`src/rtl/uart_pkg.sv`:
```
// Shared definitions for the UART blocks: FSM state encoding, parity modes
// and the 3-sample majority vote used for glitch-tolerant bit decisions.
package uart_pkg;

    typedef enum logic [2:0] {
        ST_IDLE   = 3'd0,
        ST_START  = 3'd1,
        ST_DATA   = 3'd2,
        ST_PARITY = 3'd3,
        ST_STOP   = 3'd4
    } uart_state_e;

    localparam int PARITY_NONE = 0;
    localparam int PARITY_EVEN = 1;
    localparam int PARITY_ODD  = 2;

    function automatic logic majority3(input logic a, input logic b, input logic c);
        return (a & b) | (a & c) | (b & c);
    endfunction

endpackage

```
`src/rtl/uart_sync2.sv`:
```
// Two-flop synchroniser for an asynchronous input pin; RESET_VAL sets the
// value both flops take during reset (idle level of the pin).
module uart_sync2 #(
    parameter logic RESET_VAL = 1'b1
) (
    input  logic clk,
    input  logic rst,
    input  logic d,
    output logic q
);

    logic meta;

    always_ff @(posedge clk or posedge rst) begin
        if (rst) begin
            meta <= RESET_VAL;
            q    <= RESET_VAL;
        end else begin
            meta <= d;
            q    <= meta;
        end
    end

endmodule

```
`src/rtl/uart_rx_frame.sv`:
```
// Parametrised UART receiver with parity/framing/overrun flags and a one-entry
// output holding register. Define UART_RX_MAJORITY_EN for 3-sample bit voting.
// Handshake: rx_data/flags are stable while rx_valid=1; a transfer happens on
// any rising clk edge with rx_valid & rx_ready; rx_valid never depends on rx_ready.
module uart_rx_frame
    import uart_pkg::*;
#(
    parameter int DATA_WIDTH   = 8,
    parameter int CLKS_PER_BIT = 10417,
    parameter int PARITY_MODE  = 0,
    parameter int STOP_BITS    = 1
) (
    input  logic                  clk,
    input  logic                  rst,
    input  logic                  UART_RX,
    output logic [DATA_WIDTH-1:0] rx_data,
    output logic                  rx_valid,
    input  logic                  rx_ready,
    output logic                  rx_parity_err,
    output logic                  rx_frame_err,
    output logic                  rx_overrun,
    output logic [2:0]            rx_state
);

    localparam int TW = $clog2(CLKS_PER_BIT);
    localparam int CW = $clog2(DATA_WIDTH + 1);
    localparam logic [TW-1:0] FULL_TERM = TW'(CLKS_PER_BIT - 1);
    localparam logic [TW-1:0] HALF_TERM = TW'(CLKS_PER_BIT / 2 - 1);
    localparam logic [CW-1:0] LAST_DATA = CW'(DATA_WIDTH - 1);
    localparam logic [CW-1:0] LAST_STOP = CW'(STOP_BITS - 1);

    uart_state_e           state;
    logic [TW-1:0]         timer;
    logic [CW-1:0]         bit_cnt;
    logic [DATA_WIDTH-1:0] shift;
    logic                  par_bit;
    logic                  ferr_acc;
    logic                  rxs;
    logic                  rxs_prev;
    logic                  bit_val;
    logic                  tick;
    logic                  complete;
    logic                  par_calc;

    uart_sync2 #(.RESET_VAL(1'b1)) u_sync (
        .clk (clk),
        .rst (rst),
        .d   (UART_RX),
        .q   (rxs)
    );

`ifdef UART_RX_MAJORITY_EN
    logic [1:0] hist;

    always_ff @(posedge clk or posedge rst) begin
        if (rst) hist <= 2'b11;
        else     hist <= {hist[0], rxs};
    end

    assign bit_val = majority3(hist[1], hist[0], rxs);
`else
    assign bit_val = rxs;
`endif

    assign tick     = (timer == ((state == ST_START) ? HALF_TERM : FULL_TERM));
    assign complete = (state == ST_STOP) && tick && (bit_cnt == LAST_STOP);
    assign rx_state = state;

    always_comb begin
        par_calc = 1'b0;
        if (PARITY_MODE == PARITY_EVEN)
            par_calc = ^shift ^ par_bit;
        else if (PARITY_MODE == PARITY_ODD)
            par_calc = ~(^shift ^ par_bit);
    end

    always_ff @(posedge clk or posedge rst) begin
        if (rst) begin
            state    <= ST_IDLE;
            timer    <= '0;
            bit_cnt  <= '0;
            shift    <= '0;
            par_bit  <= 1'b0;
            ferr_acc <= 1'b0;
            rxs_prev <= 1'b1;
        end else begin
            rxs_prev <= rxs;
            if (state == ST_IDLE) begin
                timer    <= '0;
                bit_cnt  <= '0;
                ferr_acc <= 1'b0;
                // Only a 1->0 transition starts a frame, so a held-low break stays idle.
                if (rxs_prev && !rxs)
                    state <= ST_START;
            end else begin
                timer <= tick ? '0 : timer + TW'(1);
                if (tick) begin
                    case (state)
                        ST_START: begin
                            state   <= bit_val ? ST_IDLE : ST_DATA;
                            bit_cnt <= '0;
                        end
                        ST_DATA: begin
                            shift <= {bit_val, shift[DATA_WIDTH-1:1]};
                            if (bit_cnt == LAST_DATA) begin
                                bit_cnt <= '0;
                                state   <= (PARITY_MODE != PARITY_NONE) ? ST_PARITY : ST_STOP;
                            end else begin
                                bit_cnt <= bit_cnt + CW'(1);
                            end
                        end
                        ST_PARITY: begin
                            par_bit <= bit_val;
                            state   <= ST_STOP;
                        end
                        ST_STOP: begin
                            if (!bit_val)
                                ferr_acc <= 1'b1;
                            if (bit_cnt == LAST_STOP)
                                state <= ST_IDLE;
                            else
                                bit_cnt <= bit_cnt + CW'(1);
                        end
                        default: state <= ST_IDLE;
                    endcase
                end
            end
        end
    end

    always_ff @(posedge clk or posedge rst) begin
        if (rst) begin
            rx_data       <= '0;
            rx_valid      <= 1'b0;
            rx_parity_err <= 1'b0;
            rx_frame_err  <= 1'b0;
            rx_overrun    <= 1'b0;
        end else begin
            rx_overrun <= complete && rx_valid && !rx_ready;
            if (complete && (!rx_valid || rx_ready)) begin
                rx_data       <= shift;
                rx_valid      <= 1'b1;
                rx_parity_err <= par_calc;
                rx_frame_err  <= ferr_acc | ~bit_val;
            end else if (rx_valid && rx_ready) begin
                rx_valid <= 1'b0;
            end
        end
    end

endmodule

```
`config.mk`:
```
export PLATFORM = sky130hd
export DESIGN_NAME = uart_rx_frame
export DESIGN_NICKNAME = d
export VERILOG_FILES = /design/src/rtl/uart_pkg.sv /design/src/rtl/uart_sync2.sv /design/src/rtl/uart_rx_frame.sv
export SDC_FILE = /design/constraint.sdc
export NUM_CORES = 1
export LEC_CHECK = 0
export BUFFER_PORTS_ARGS = -buffer_cell sky130_fd_sc_hd__buf_2
export CAP_MARGIN = 40
export CORE_ASPECT_RATIO = 0.9
export CORE_MARGIN = 8
export CORE_UTILIZATION = 40
export DETAILED_ROUTE_END_ITERATION = 6
export MAX_ROUTING_LAYER = met4
export PLACE_DENSITY = 0.64
export REMOVE_ABC_BUFFERS = 1
export SYNTH_ARGS = -nofsm -noshare
export SYNTH_HDL_FRONTEND = slang
export SYNTH_SLANG_ARGS = --single-unit
```
`constraint.sdc`:
```
create_clock -name clk -period 2.4 [get_ports clk]
set_clock_uncertainty 0.05 [all_clocks]
set_input_delay 0.24 -clock clk [delete_from_list [all_inputs] [get_ports clk]]
set_output_delay 0.24 -clock clk [all_outputs]
set_load 0.05 [all_outputs]
```
## Word level (Yosys, flattened, before mapping)

Cells that the tools add are included.

- Input port bits: 4
- Register bits after elaboration: 44

- Mux-type cells: 21
- Equality and inequality tests: 11
- Bitwise operators: 3
- Add/subtract/negate cells: 2
- Reduce and logical (&&, ||, !) cells: 21

Operators with widths:

| cell | number |
|---|---|
| 14-bit 2-to-1 mux | 3 |
| 4-bit 2-to-1 mux | 4 |
| 3-bit 2-to-1 mux | 5 |
| 14-bit by 1-bit adder with 14-bit output, second input constant | 1 |
| 14-bit == test | 1 |
| 3-bit case mux with 4 select lines | 1 |
| 4-bit case mux with 3 select lines | 1 |
| 3-bit AND reduction | 3 |
| 1-bit logical AND | 7 |
| 3-bit by 2-bit == test with 1-bit output, second input constant | 2 |
| 1-bit 2-to-1 mux | 6 |
| 3-bit != test, second input constant | 2 |
| 2-bit nonzero test | 3 |
| 4-bit by 1-bit adder with 4-bit output, second input constant | 1 |
| 4-bit by 3-bit == test with 1-bit output, second input constant | 1 |
| 4-bit zero test | 1 |
| 4-bit AND reduction | 1 |
| 4-bit nonzero test | 1 |
| 3-bit by 1-bit == test with 1-bit output, second input constant | 1 |
| 3-bit == test, second input constant | 1 |
| 1-bit zero test | 3 |
| 3-bit zero test | 1 |
| 3-bit by 1-bit != test with 1-bit output, second input constant | 1 |
| 2-bit 2-to-1 mux | 1 |
| other kinds (5) | 6 |

## Logic depth before layout (Yosys ltp)

Gate-level depths: netlist (run 1).

- Depth in word-level cells: 7
- Mapped depth: 8

## Modules after synthesis

Synthesis (run 1) repeated with hierarchy kept, for this count alone.

- Cell total of the unflattened synthesis: 184
- Area total of the unflattened synthesis: 2125.8 um^2

By module, submodules not included:

| module | seq. area each (um^2) | cells an instance | area each (um^2) | instances |
|---|---|---|---|---|
| uart_rx_frame | 1052.3 | 181 | 2069.5 | 1 |
| uart_sync2 | 52.6 | 3 | 56.3 | 1 |

## Worst setup path before layout (run 1)

No wires, ideal clock.

- Path kind: flip-flop to flip-flop
- From: register state[2], in the netlist rx_state[2]
- To: register shift[0]
- Stages on the path, launching flop included: 9
- Arrival: 2.560 ns
- Slack: -0.335 ns
- Buffers on the path: 3
- Required time: 2.225 ns
- Clock period less this slack: 2.735 ns
- Cell sequence: dfrtp_1 > buf_2 > or3b_4 > or3_1 > a221oi_2 > buf_6 > and3_4 > buf_12 > mux2_4

- Longest elaborated chain between the ends: 4

RTL lines:

| what | RTL line | source |
|---|---|---|
| start: declaration | uart_rx_frame.sv:32 | `uart_state_e state;` |
| start signal: assignment | uart_rx_frame.sv:100 | `state <= bit_val ? ST_IDLE : ST_DATA;` |
| start signal: assignment | uart_rx_frame.sv:107 | `state <= (PARITY_MODE != PARITY_NONE) ? ST_PARITY : ST_STOP;` |
| 3-bit by 1-bit == test with 1-bit output | uart_rx_frame.sv:65 | `assign tick = (timer == ((state == ST_START) ? HALF_TERM : FULL_TERM));` |
| 14-bit 2-to-1 mux | uart_rx_frame.sv:65 |  |
| 14-bit == test | uart_rx_frame.sv:65 |  |
| 3-bit AND reduction (no line) * | - |  |
| end signal: assignment | uart_rx_frame.sv:104 | `shift <= {bit_val, shift[DATA_WIDTH-1:1]};` |
| end: declaration | uart_rx_frame.sv:35 | `logic [DATA_WIDTH-1:0] shift;` |

Every way passes the cells marked *; elsewhere a longest branch is shown, timed or not.
A chain may end at the register's enable or synchronous reset.

## Final worst setup path (run 1)

- From: register state[1], in the netlist rx_state[1]
- To: register rx_data[2]

- Longest elaborated chain between the ends: 6

RTL lines:

| what | RTL line | source |
|---|---|---|
| 3-bit by 1-bit == test with 1-bit output | uart_rx_frame.sv:65 |  |
| 14-bit 2-to-1 mux | uart_rx_frame.sv:65 |  |
| 14-bit == test | uart_rx_frame.sv:65 |  |
| 1-bit logical AND * (2 in a row) | uart_rx_frame.sv:66 | `assign complete = (state == ST_STOP) && tick && (bit_cnt == LAST_STOP);` |
| 1-bit logical AND * | uart_rx_frame.sv:140 | `if (complete && (!rx_valid \|\| rx_ready)) begin` |
| end signal: assignment | uart_rx_frame.sv:141 | `rx_data <= shift;` |
| end: declaration | uart_rx_frame.sv:16 | `output logic [DATA_WIDTH-1:0] rx_data,` |

Marks and branches as above.

==> reports/qor.csv, run 1 <==
stage,metric,value,unit
status,outcome,"finished, final reports clean",
yosys,Mapped Avg Cell Area,11.9,um^2
sta,Final Slew Violations,0,
power_and_ir_drop,Lkg Pwr,1.17,nW
placed_design,Post-DP HPWL,2620,um
worst_setup_path,Crit Path Max Fanout,10,
power_and_ir_drop,Seq pwr share,44.1,%
power_and_ir_drop,Psw,0.000635,W
clock_network,"Clk Latency, worst-skew pair",0.30,ns
finish,layout cells sized above 1,30.5,%
global_routing,total grt overflow,0,
die,core region area,5160,um^2
yosys,synthesis-stage register bit count,44,
global_routing,largest net degree at the start of global routing,22,
placed_design,worst slack at placement,0.136,ns
power_and_ir_drop,Combinational Power Share,26.4,%
global_routing,global-route wire length before repair,6470,um
sta,PnR worst setup slack,0.147,ns
yosys,Synth cell types,44,
worst_hold_path,Tightest Hold Check Type,primary input to flop,
route,drt total wl,3570,um
power_and_ir_drop,Max VDD drop,481,uV
sta,Final Hold Viols,0,
worst_setup_path,Crit Path Class,flop to flop,
route,ANT nets after route,0,
clock_network,CTS resizes,0,
global_routing,GRT Overall Usage,10.5,%
yosys,Synth Instances,176,
worst_setup_path,reg2reg setup slack,0.15,ns
power_and_ir_drop,P per Cell Area,836,nW/um^2
yosys,post-synthesis simple-gate area fraction,17.9,%
yosys,Yosys warnings,0,
yosys,complex-gate fraction of the synthesized area,5.93,%
power_and_ir_drop,Switching Fraction,31.6,%
finish,post-route cell area,2400,um^2
job,max cap viols,0,
power_and_ir_drop,clock power share,29.5,%
sta,Peak Freq,444,MHz
yosys,XOR/XNOR share of the synthesized area,5.03,%
clock_network,# H-tree levels,2,
finish,P&R area growth vs syn,15.0,%
clock_network,clk sinks,44,
route,initial DRC count,46,
sta,Period minus WS final,2.25,ns
die,die area,7800,um^2
yosys,mapped cell area,2090,um^2
placed_design,placed cell areas,2260,um^2
die,Die Ht,84.6,um
yosys,sequential share of the synthesized area,52.9,%
worst_setup_path,Setup crit end kind,flop,
placed_design,routability cong.,0.812,
clock_network,Worst-path clk slew,0.08,ns
placed_design,IO buf count,17,
route,number of vias per cell,4.91,
die,Starting Density,40.5,%
clock_network,CTS tree,yes,
clock_network,clk root buf,clkbuf_8,
worst_setup_path,worst endpoint required time,2.54,ns
global_routing,initial antenna violation count,0,
clock_network,clock buffer depth,2,
sta,Final Cycle Share,93.9,%
worst_setup_path,CP startpoint kind,flop,
die,I/O pin total,19,
global_routing,vias in the first global route,1405,
die,Die W,92.2,um
sta,count of final setup violators,0,
route,DRT Pass-1 Iters,4,
route,total number of vias,1325,
route,Routed wire per std cell,13.2,um
yosys,Synth Area in Adders,1.80,%
route,# DRC,0,
finish,Diodes inserted,0,
finish,nets,209,
yosys,post-synthesis mux area share,12.7,%
sta,RSZ-0062 raised after global routing,false,
clock_network,CTS buffer count,5,
finish,Fill cells,492,
sta,Sum Neg Setup Slack,0,ns
die,Core Rows,25,
yosys,main combinational cell family by area after synthesis,simple AND/OR/NAND/NOR gates,
power_and_ir_drop,Cell Int Power,0.00137,W
finish,fin util,46.6,%
worst_setup_path,critical path arrival,2.39,ns
==> cells in the mapped netlist <==
cell type  number  share of area, %
nand4_1         1              0.30
ha_1            3               1.8
xor2_1          7               2.9
buf_6           1              0.54
buf_2           2              0.48
nor4b_1         2              0.84
nand2b_1        4               1.2
nor2b_1         3              0.90
a21oi_1         2              0.48
o21ai_0         4              0.96
inv_1           5              0.90
conb_1          1              0.18
nor4bb_1        1              0.48
o21ai_1         1              0.24
nand3_1         5               1.2
nand3b_1        1              0.36
nor3b_1         2              0.72
dfstp_2         3               3.8
buf_12          1              0.96
buf_4           1              0.36
dfrtp_1        41                49
a221oi_2        1              0.72
a21o_1          2              0.72
or3_1           1              0.30
a211o_1         1              0.42
and3_4          1              0.54
and3_1          7               2.1
xnor2_1         5               2.1
or3b_4          1              0.54
nand2_1        11               2.0
mux2_2         12               6.5
nand3_4         1              0.84
o2bb2ai_1       1              0.42
and2_1          1              0.30
a22o_1          1              0.42
nand4b_1        1              0.42
nand4bb_1       1              0.54
mux2i_1         1              0.48
nor2_1         21               3.8
clkbuf_1        2              0.36
mux2_4          8               5.7
or2_2           2              0.60
o221ai_1        2              0.84
o221ai_2        1              0.72
==> path summary, 6_finish.rpt <==
kind / depth (start not counted) / from / endpoint
setup / recovery: 6 / rx_state[1] / rx_data[2]
hold / removal: 3 / rx_ready / rx_overrun
setup reg to reg: 6 / rx_state[1] / rx_data[2]
hold reg to reg: 0 / u_sync.meta / u_sync.q
max in group asynchronous: 4 / rst / bit_cnt[2]
min in group asynchronous: 3 / rst / timer[4]
==> sequential cells by signal, indices dropped and copies added, names as in the netlist <==
register	flops
ferr_acc	1
rxs_prev	1
rx_overrun	1
rx_frame_err	1
rx_valid	1
rx_state	3
u_sync.meta	1
bit_cnt	4
timer	14
shift	8
u_sync.q	1
rx_data	8
==> power by group through the flow <==
stage               sequential (W)  combinational, W  clock, W
floorplan                 0.000972          0.000313         0
global placement          0.000899          0.000526         0
detailed placement        0.000898          0.000532         0
CTS                       0.000886          0.000535  0.000617
global route              0.000898          0.000597  0.000648
finish                    0.000887          0.000530  0.000594
==> layer usage <==
layer / wire (um) / vias up / part of all wire [%] / global-route usage (%)
met2: 1430 / 21 / 40 / 13.8
met3: 204 / 10 / 5.7 / 4.01
met4: 70 / 0 / 2.0 / 5.12
li1: - / 657 / - / -
met1: 1860 / 637 / 52 / 13.5
met5: 0 / - / 0 / -
==> logic make-up (layout without fill, tap and decap cells) <==
family / count (synthesis) / count (layout)
compound gates: 16 / 16
xor+xnor: 12 / 12
fa+ha+maj: 3 / 3
buf+inv: 12 / 39
flops: 44 / 44
mux: 21 / 21
other cells: 1 / 1
simple gates: 67 / 67
==> stage by stage <==
stage          hold WS, ns  power (W)  instances
4_1_cts              0.228    0.00204        270
5_1_grt              0.261    0.00214        270
3_3_place_gp         0.294    0.00142        259
6_report             0.240    0.00201        270
2_1_floorplan        0.194    0.00129        169
3_5_place_dp         0.145    0.00143        260
==> layout make-up <==
| type | instances | area [um^2] | area share (%) |
|---|---|---|---|
| clock inverters | 2 | 38.8 | 1.61 |
| clock buffers | 6 | 82.6 | 3.44 |
| repair buffers | 26 | 165 | 6.87 |
| inverters | 5 | 18.8 | 0.781 |
| multi-input cells | 120 | 910 | 37.8 |
| flip-flops and latches | 44 | 1100 | 46.0 |
| well taps | 67 | 83.8 | 3.49 |
==> worst max-delay path, stage by stage (launching register included) <==
cell,delay [ns]
dfrtp_1,0.38
or3b_4,0.42
or3_1,0.37
a221oi_2,0.25
buf_4,0.23
nand3_4,0.15
mux2_2,0.31
==> cells in the final DEF, fill, tap and decap left out, types with 3 or more instances in the layout <==
cell type	n
nor2b_1	3
nand3_1	5
nor2_1	21
ha_1	3
dfrtp_1	41
mux2_2	12
xnor2_1	5
o21ai_0	4
mux2_4	8
buf_2	17
and3_1	7
nand2_1	11
nand2b_1	4
dfstp_2	3
buf_4	6
xor2_1	7
inv_1	4
clkbuf_8	6
==> repair_timing <==
item	4_1_cts	5_1_grt
hold buffers	2	0
buffers inserted	0	0
endpoints found under the hold margin	10	0
Note: power is estimated with default switching activity, not from simulation.
==> run 2: changes to the inputs <==
CORE_UTILIZATION = 44   (was 40)
PLACE_DENSITY = 0.68   (was 0.64)
==> run 2 against run 1 <==
Effect of this change: count of clock-buffer cells in the layout did not move; final cell count fell by 2.2%; critical path type unchanged; highest routed layer unchanged; design area fell by 0.89%; sequential power barely moved; via count rose by 1.7%; largest power group unchanged.
==> reports/qor.csv, run 2 (synthesis results as in run 1) <==
stage,metric,value,unit
status,outcome,"finished, final reports clean",
worst_setup_path,Crit Path Class,flop to flop,
clock_network,buffer count from post-CTS setup fixing,0,
worst_setup_path,Crit Path Max Fanout,10,
finish,post-route cell area,2380,um^2
global_routing,total grt overflow,0,
global_routing,vias in the first global route,1381,
finish,Largest register FFs,14,
power_and_ir_drop,Lkg Pwr,1.16,nW
global_routing,GRT Overall Usage,12.2,%
die,Core Rows,23,
sta,Max-Slew Margin vs Limit,54.3,%
clock_network,CTS tree,yes,
finish,nets,208,
route,total number of vias,1347,
route,Routed wire per std cell,14.1,um
clock_network,"Clk Latency, worst-skew pair",0.30,ns
placed_design,Post-DP HPWL,2660,um
die,Die Ht,81.4,um
sta,PnR worst setup slack,0.110,ns
worst_setup_path,Critical path buffers and inverters,1,
die,Die W,88.6,um
worst_setup_path,Slowest Stage Delay on Critical Path,0.42,ns
sta,RSZ-0062 raised after global routing,false,
placed_design,IO buf count,17,
finish,most frequent cells in the layout,"dfrtp_1, nor2_1, buf_2, mux2_2, nand2_1",
power_and_ir_drop,Max VDD drop,381,uV
clock_network,# H-tree levels,2,
route,# DRC,0,
finish,Reg with most FFs,timer,
finish,final instance count without filler cells,264,
placed_design,routability cong.,0.873,
sta,count of final setup violators,0,
finish,Largest regs,"timer (14), rx_data (8), shift (8)",
worst_setup_path,critical path arrival,2.43,ns
clock_network,clk root buf,clkbuf_8,
power_and_ir_drop,P per Cell Area,841,nW/um^2
sta,Final Hold Viols,0,
route,initial DRC count,56,
global_routing,routing usage on met1,15.6,%
clock_network,CTS buffer count,5,
sta,worst slew pin tran,0.681,ns
global_routing,largest net degree at the start of global routing,21,
route,DRT Pass-1 Iters,4,
clock_network,clock buffer depth,2,
die,die area,7210,um^2
global_routing,GR Layer Usage met2,17.5,%
finish,Diodes inserted,0,
placed_design,worst slack at placement,0.111,ns
sta,Peak Freq,437,MHz
job,max cap viols,0,
sta,Period minus WS final,2.29,ns
sta,Final Cycle Share,95.4,%
clock_network,Worst-path clk slew,0.08,ns
route,drt total wl,3730,um
finish,layout cells sized above 1,30.2,%
sta,Final Slew Violations,0,
finish,fin util,52.7,%
worst_setup_path,CP cell instances,or3b_4 > or3_1 > a221oi_2 > buf_4 > nand3_4 > mux2_2,
die,I/O pin total,19,
die,core region area,4520,um^2
finish,"commonest non-fill, non-tap cell in the layout",dfrtp_1,
clock_network,clk sinks,44,
placed_design,DP Cell Count,254,
worst_setup_path,worst endpoint required time,2.54,ns
route,ANT nets after route,0,
worst_hold_path,Tightest Hold Check Type,primary input to flop,
worst_setup_path,slowest CP cell,or3b_4,
finish,P&R area growth vs syn,14.0,%
global_routing,global-route wire length before repair,6600,um
die,Starting Density,46.2,%
global_routing,initial antenna violation count,0,
route,number of vias per cell,5.10,
placed_design,placed cell areas,2240,um^2
worst_setup_path,Setup crit end kind,flop,
worst_setup_path,CP startpoint kind,flop,
global_routing,met3 Resource Use GR,3.53,%
worst_setup_path,"delay-heaviest family, CP",simple AND/OR/NAND/NOR gates,
global_routing,busiest grt layer,met2,
[run 2: layer usage]
layer | share of wire, % | wire length, um
met5 | 0 | 0
met2 | 45 | 1660
met4 | 1.2 | 45
met3 | 5.1 | 189
met1 | 49 | 1830
[run 2: worst min-delay path, cell delays in order]
cell and delay (ns):
buf_2 0.07, nand2b_1 0.19, nor2_1 0.08
[run 2: repair_timing]
item | CTS | global route
resized for setup | 0 | 0
hold endpoints to repair | 18 | 0
hold buffers | 2 | 0
[run 2: final cells by class]
class	count	area, um^2
Multi-Input combinational cell	120	910
Clock inverter	2	38.8
Fill cell	417	2140
Clock buffer	6	82.6
Tap cell	62	77.6
Inverter	5	18.8
Sequential cell	44	1100
Timing Repair Buffer	25	150
[run 2: path summary, 6_finish.rpt]
| path | end | startpoint | slack (ns) | cells after the start |
|---|---|---|---|---|
| hold / removal | rx_overrun | rx_ready | 0.28 | 3 |
| setup reg to reg | rx_data[5] | rx_state[1] | 0.11 | 6 |
| hold reg to reg | u_sync.q | u_sync.meta | 0.31 | 0 |
| min in group asynchronous | shift[1] | rst | 0.45 | 3 |
| max in group asynchronous | u_sync.q | rst | 1.21 | 4 |
| setup / recovery | rx_data[5] | rx_state[1] | 0.11 | 6 |
[run 2: stage by stage]
| step | power (W) | TNS, ns | hold slack [ns] |
|---|---|---|---|
| after floorplan | 0.00129 | -15.15 | 0.194 |
| after global placement | 0.00142 | 0 | 0.235 |
| after global routing | 0.00213 | 0 | 0.288 |
| after detailed placement | 0.00142 | 0 | 0.239 |
| final | 0.00200 | 0 | 0.277 |
| after CTS | 0.00203 | 0 | 0.276 |
[run 2: power breakdown]
group          switching [W]  internal (W)  leakage, nW  total (W)
sequential         0.0000696      0.000818        0.590   0.000887
clock               0.000257      0.000340       0.0614   0.000598
combinational       0.000308      0.000211        0.509   0.000519
==> run 3: changes to the inputs <==
GPL_TIMING_DRIVEN = 0   (was default)
==> run 3 against run 2 <==
Effect of this change: global-route usage decreased by 1.1 points; power increased by 4.0%; count of clock-buffer cells in the layout decreased by 1; clock power increased by 8.4%; maximum frequency decreased by 1.3%; non-clock buffer count increased by 1; register-to-register slack got worse by 0.03 ns; critical endpoint is now shift[0]; largest cell class unchanged; core utilization increased by 1.5 points; sequential cell count unchanged.
==> reports/qor.csv, run 3 (synthesis results as in run 1) <==
stage,metric,value,unit
sta,Final Cycle Share,96.7,%
worst_setup_path,reg-to-reg critical path endpoint,shift[0],
sta,Period minus WS final,2.32,ns
worst_setup_path,worst reg2reg startpoint,rx_state[2],
power_and_ir_drop,P per Cell Area,850,nW/um^2
worst_setup_path,worst endpoint required time,2.53,ns
power_and_ir_drop,clock power share,31.1,%
die,Starting Density,46.2,%
die,core region area,4520,um^2
sta,Final Slew Violations,0,
power_and_ir_drop,Switching Fraction,30.3,%
worst_hold_path,Hold Path End,rx_valid,
worst_setup_path,Critical path buffers and inverters,0,
worst_setup_path,slowest CP cell,or3b_4,
route,number of vias per cell,5.16,
power_and_ir_drop,Lkg Pwr,1.20,nW
global_routing,vias in the first global route,1273,
finish,Diodes inserted,0,
power_and_ir_drop,Cell Int Power,0.00145,W
sta,Final Hold Viols,0,
placed_design,IO buf count,17,
die,die area,7210,um^2
clock_network,clk sinks,44,
clock_network,# H-tree levels,2,
route,Routed wire per std cell,13.7,um
worst_setup_path,CP startpoint kind,flop,
route,drt total wl,3620,um
power_and_ir_drop,Seq pwr share,42.8,%
clock_network,"Clk Latency, worst-skew pair",0.29,ns
finish,nets,209,
route,total number of vias,1362,
finish,Largest regs,"timer (14), rx_data (8), shift (8)",
worst_hold_path,Tightest Hold Check Type,primary input to flop,
finish,Reg with most FFs,timer,
worst_setup_path,CP cell instances,or3b_4 > or3_4 > a221oi_4 > and3_4 > mux2_4,
power_and_ir_drop,Psw,0.000632,W
worst_setup_path,reg2reg setup slack,0.08,ns
finish,"commonest non-fill, non-tap cell in the layout",dfrtp_1,
global_routing,total grt overflow,0,
global_routing,initial antenna violation count,0,
clock_network,clk root buf,clkbuf_8,
route,initial DRC count,48,
clock_network,CTS tree,yes,
worst_setup_path,Crit Path Class,flop to flop,
global_routing,largest net degree at the start of global routing,29,
route,ANT nets after route,0,
finish,most frequent cells in the layout,"dfrtp_1, nor2_1, buf_2, mux2_2, nand2_1",
worst_hold_path,Worst Hold Launch,rx_ready,
worst_setup_path,Reg2Reg Depth,5,
sta,Peak Freq,431,MHz
finish,fin util,54.2,%
die,I/O pin total,19,
worst_setup_path,Crit Path Max Fanout,8,
power_and_ir_drop,Max VDD drop,479,uV
sta,count of final setup violators,0,
worst_setup_path,"delay-heaviest family, CP",simple AND/OR/NAND/NOR gates,
finish,Largest register FFs,14,
finish,P&R area growth vs syn,17.2,%
clock_network,clock buffer depth,2,
global_routing,global-route wire length before repair,5920,um
sta,WHS,0.237,ns
power_and_ir_drop,overall power,0.00208,W
global_routing,GRT Overall Usage,11.1,%
route,DRT Pass-1 Iters,4,
worst_hold_path,Worst Hold Depth,3,
worst_setup_path,Slowest Stage Delay on Critical Path,0.43,ns
die,Die W,88.6,um
clock_network,CTS buffer count,5,
job,max cap viols,0,
die,Core Rows,23,
placed_design,Post-DP HPWL,2440,um
worst_setup_path,Setup crit end kind,flop,
power_and_ir_drop,Combinational Power Share,26.1,%
clock_network,Worst-path clk slew,0.08,ns
route,# DRC,0,
placed_design,routability cong.,0.761,
die,Die Ht,81.4,um
status,outcome,"finished, final reports clean",
worst_setup_path,critical path arrival,2.45,ns
finish,layout cells sized above 1,33.2,%
## run 3: cell type report
type / count / area (um^2)
inverter: 5 / 18.8
timing repair buffer: 26 / 174
clock buffer: 5 / 68.8
tap: 62 / 77.6
sequential: 44 / 1110
clock inverter: 2 / 60.1
multi-input combinational: 120 / 942
fill: 398 / 2070
## run 3: how the worst max path moves through the flow
stage | startpoint | end | slack [ns] | depth (start not counted)
finish | rx_state[2] | shift[0] | 0.08 | 5
detailed placement | rx_state[2] | shift[0] | -0.61 | 5
global placement | rx_state[0] | shift[0] | -0.60 | 5
CTS | rx_state[1] | shift[0] | 0.03 | 5
floorplan | rx_state[0] | shift[0] | -0.60 | 5
global route | rx_state[2] | shift[4] | -0.003 | 5
## run 3: power by group through the flow
stage | Sequential, W | Combinational [W] | Clock [W]
global placement | 0.000932 | 0.000454 | 0
detailed placement | 0.000931 | 0.000464 | 0
CTS | 0.000890 | 0.000532 | 0.000668
floorplan | 0.000972 | 0.000313 | 0
finish | 0.000892 | 0.000543 | 0.000648
global route | 0.000905 | 0.000606 | 0.000697
## run 3: worst reg2reg max path, stage by stage (launching register included)
cell and delay [ns]:
dfrtp_2 0.41, or3b_4 0.43, or3_4 0.35, a221oi_4 0.31, and3_4 0.35, mux2_4 0.32
## run 3: repair_timing
item	4_1_cts	5_1_grt
setup buffers	6	0
hold buffers	2	0
hold endpoints to repair	17	0
pin swaps	2	4
gates resized for setup	4	3
endpoints found under the setup margin	41	25
## run 3: per-stage QoR
step,cells,instance area (um^2),setup WS [ns],setup TNS [ns]
2_1_floorplan,169,2030,-0.604,-15.15
3_3_place_gp,248,2200,-0.604,-16.28
3_5_place_dp,249,2220,-0.611,-16.79
4_1_cts,264,2420,0.0264,0
5_1_grt,264,2450,-0.00272,-0.00442
6_report,264,2450,0.0793,0
## run 3: layer usage
layer / GRT usage (%) / wire, um / up-vias
li1: - / - / 651
met1: 13.4 / 1790 / 683
met2: 16.1 / 1600 / 23
met3: 3.13 / 183 / 5
met4: 6.58 / 54 / 0
met5: - / 0 / -
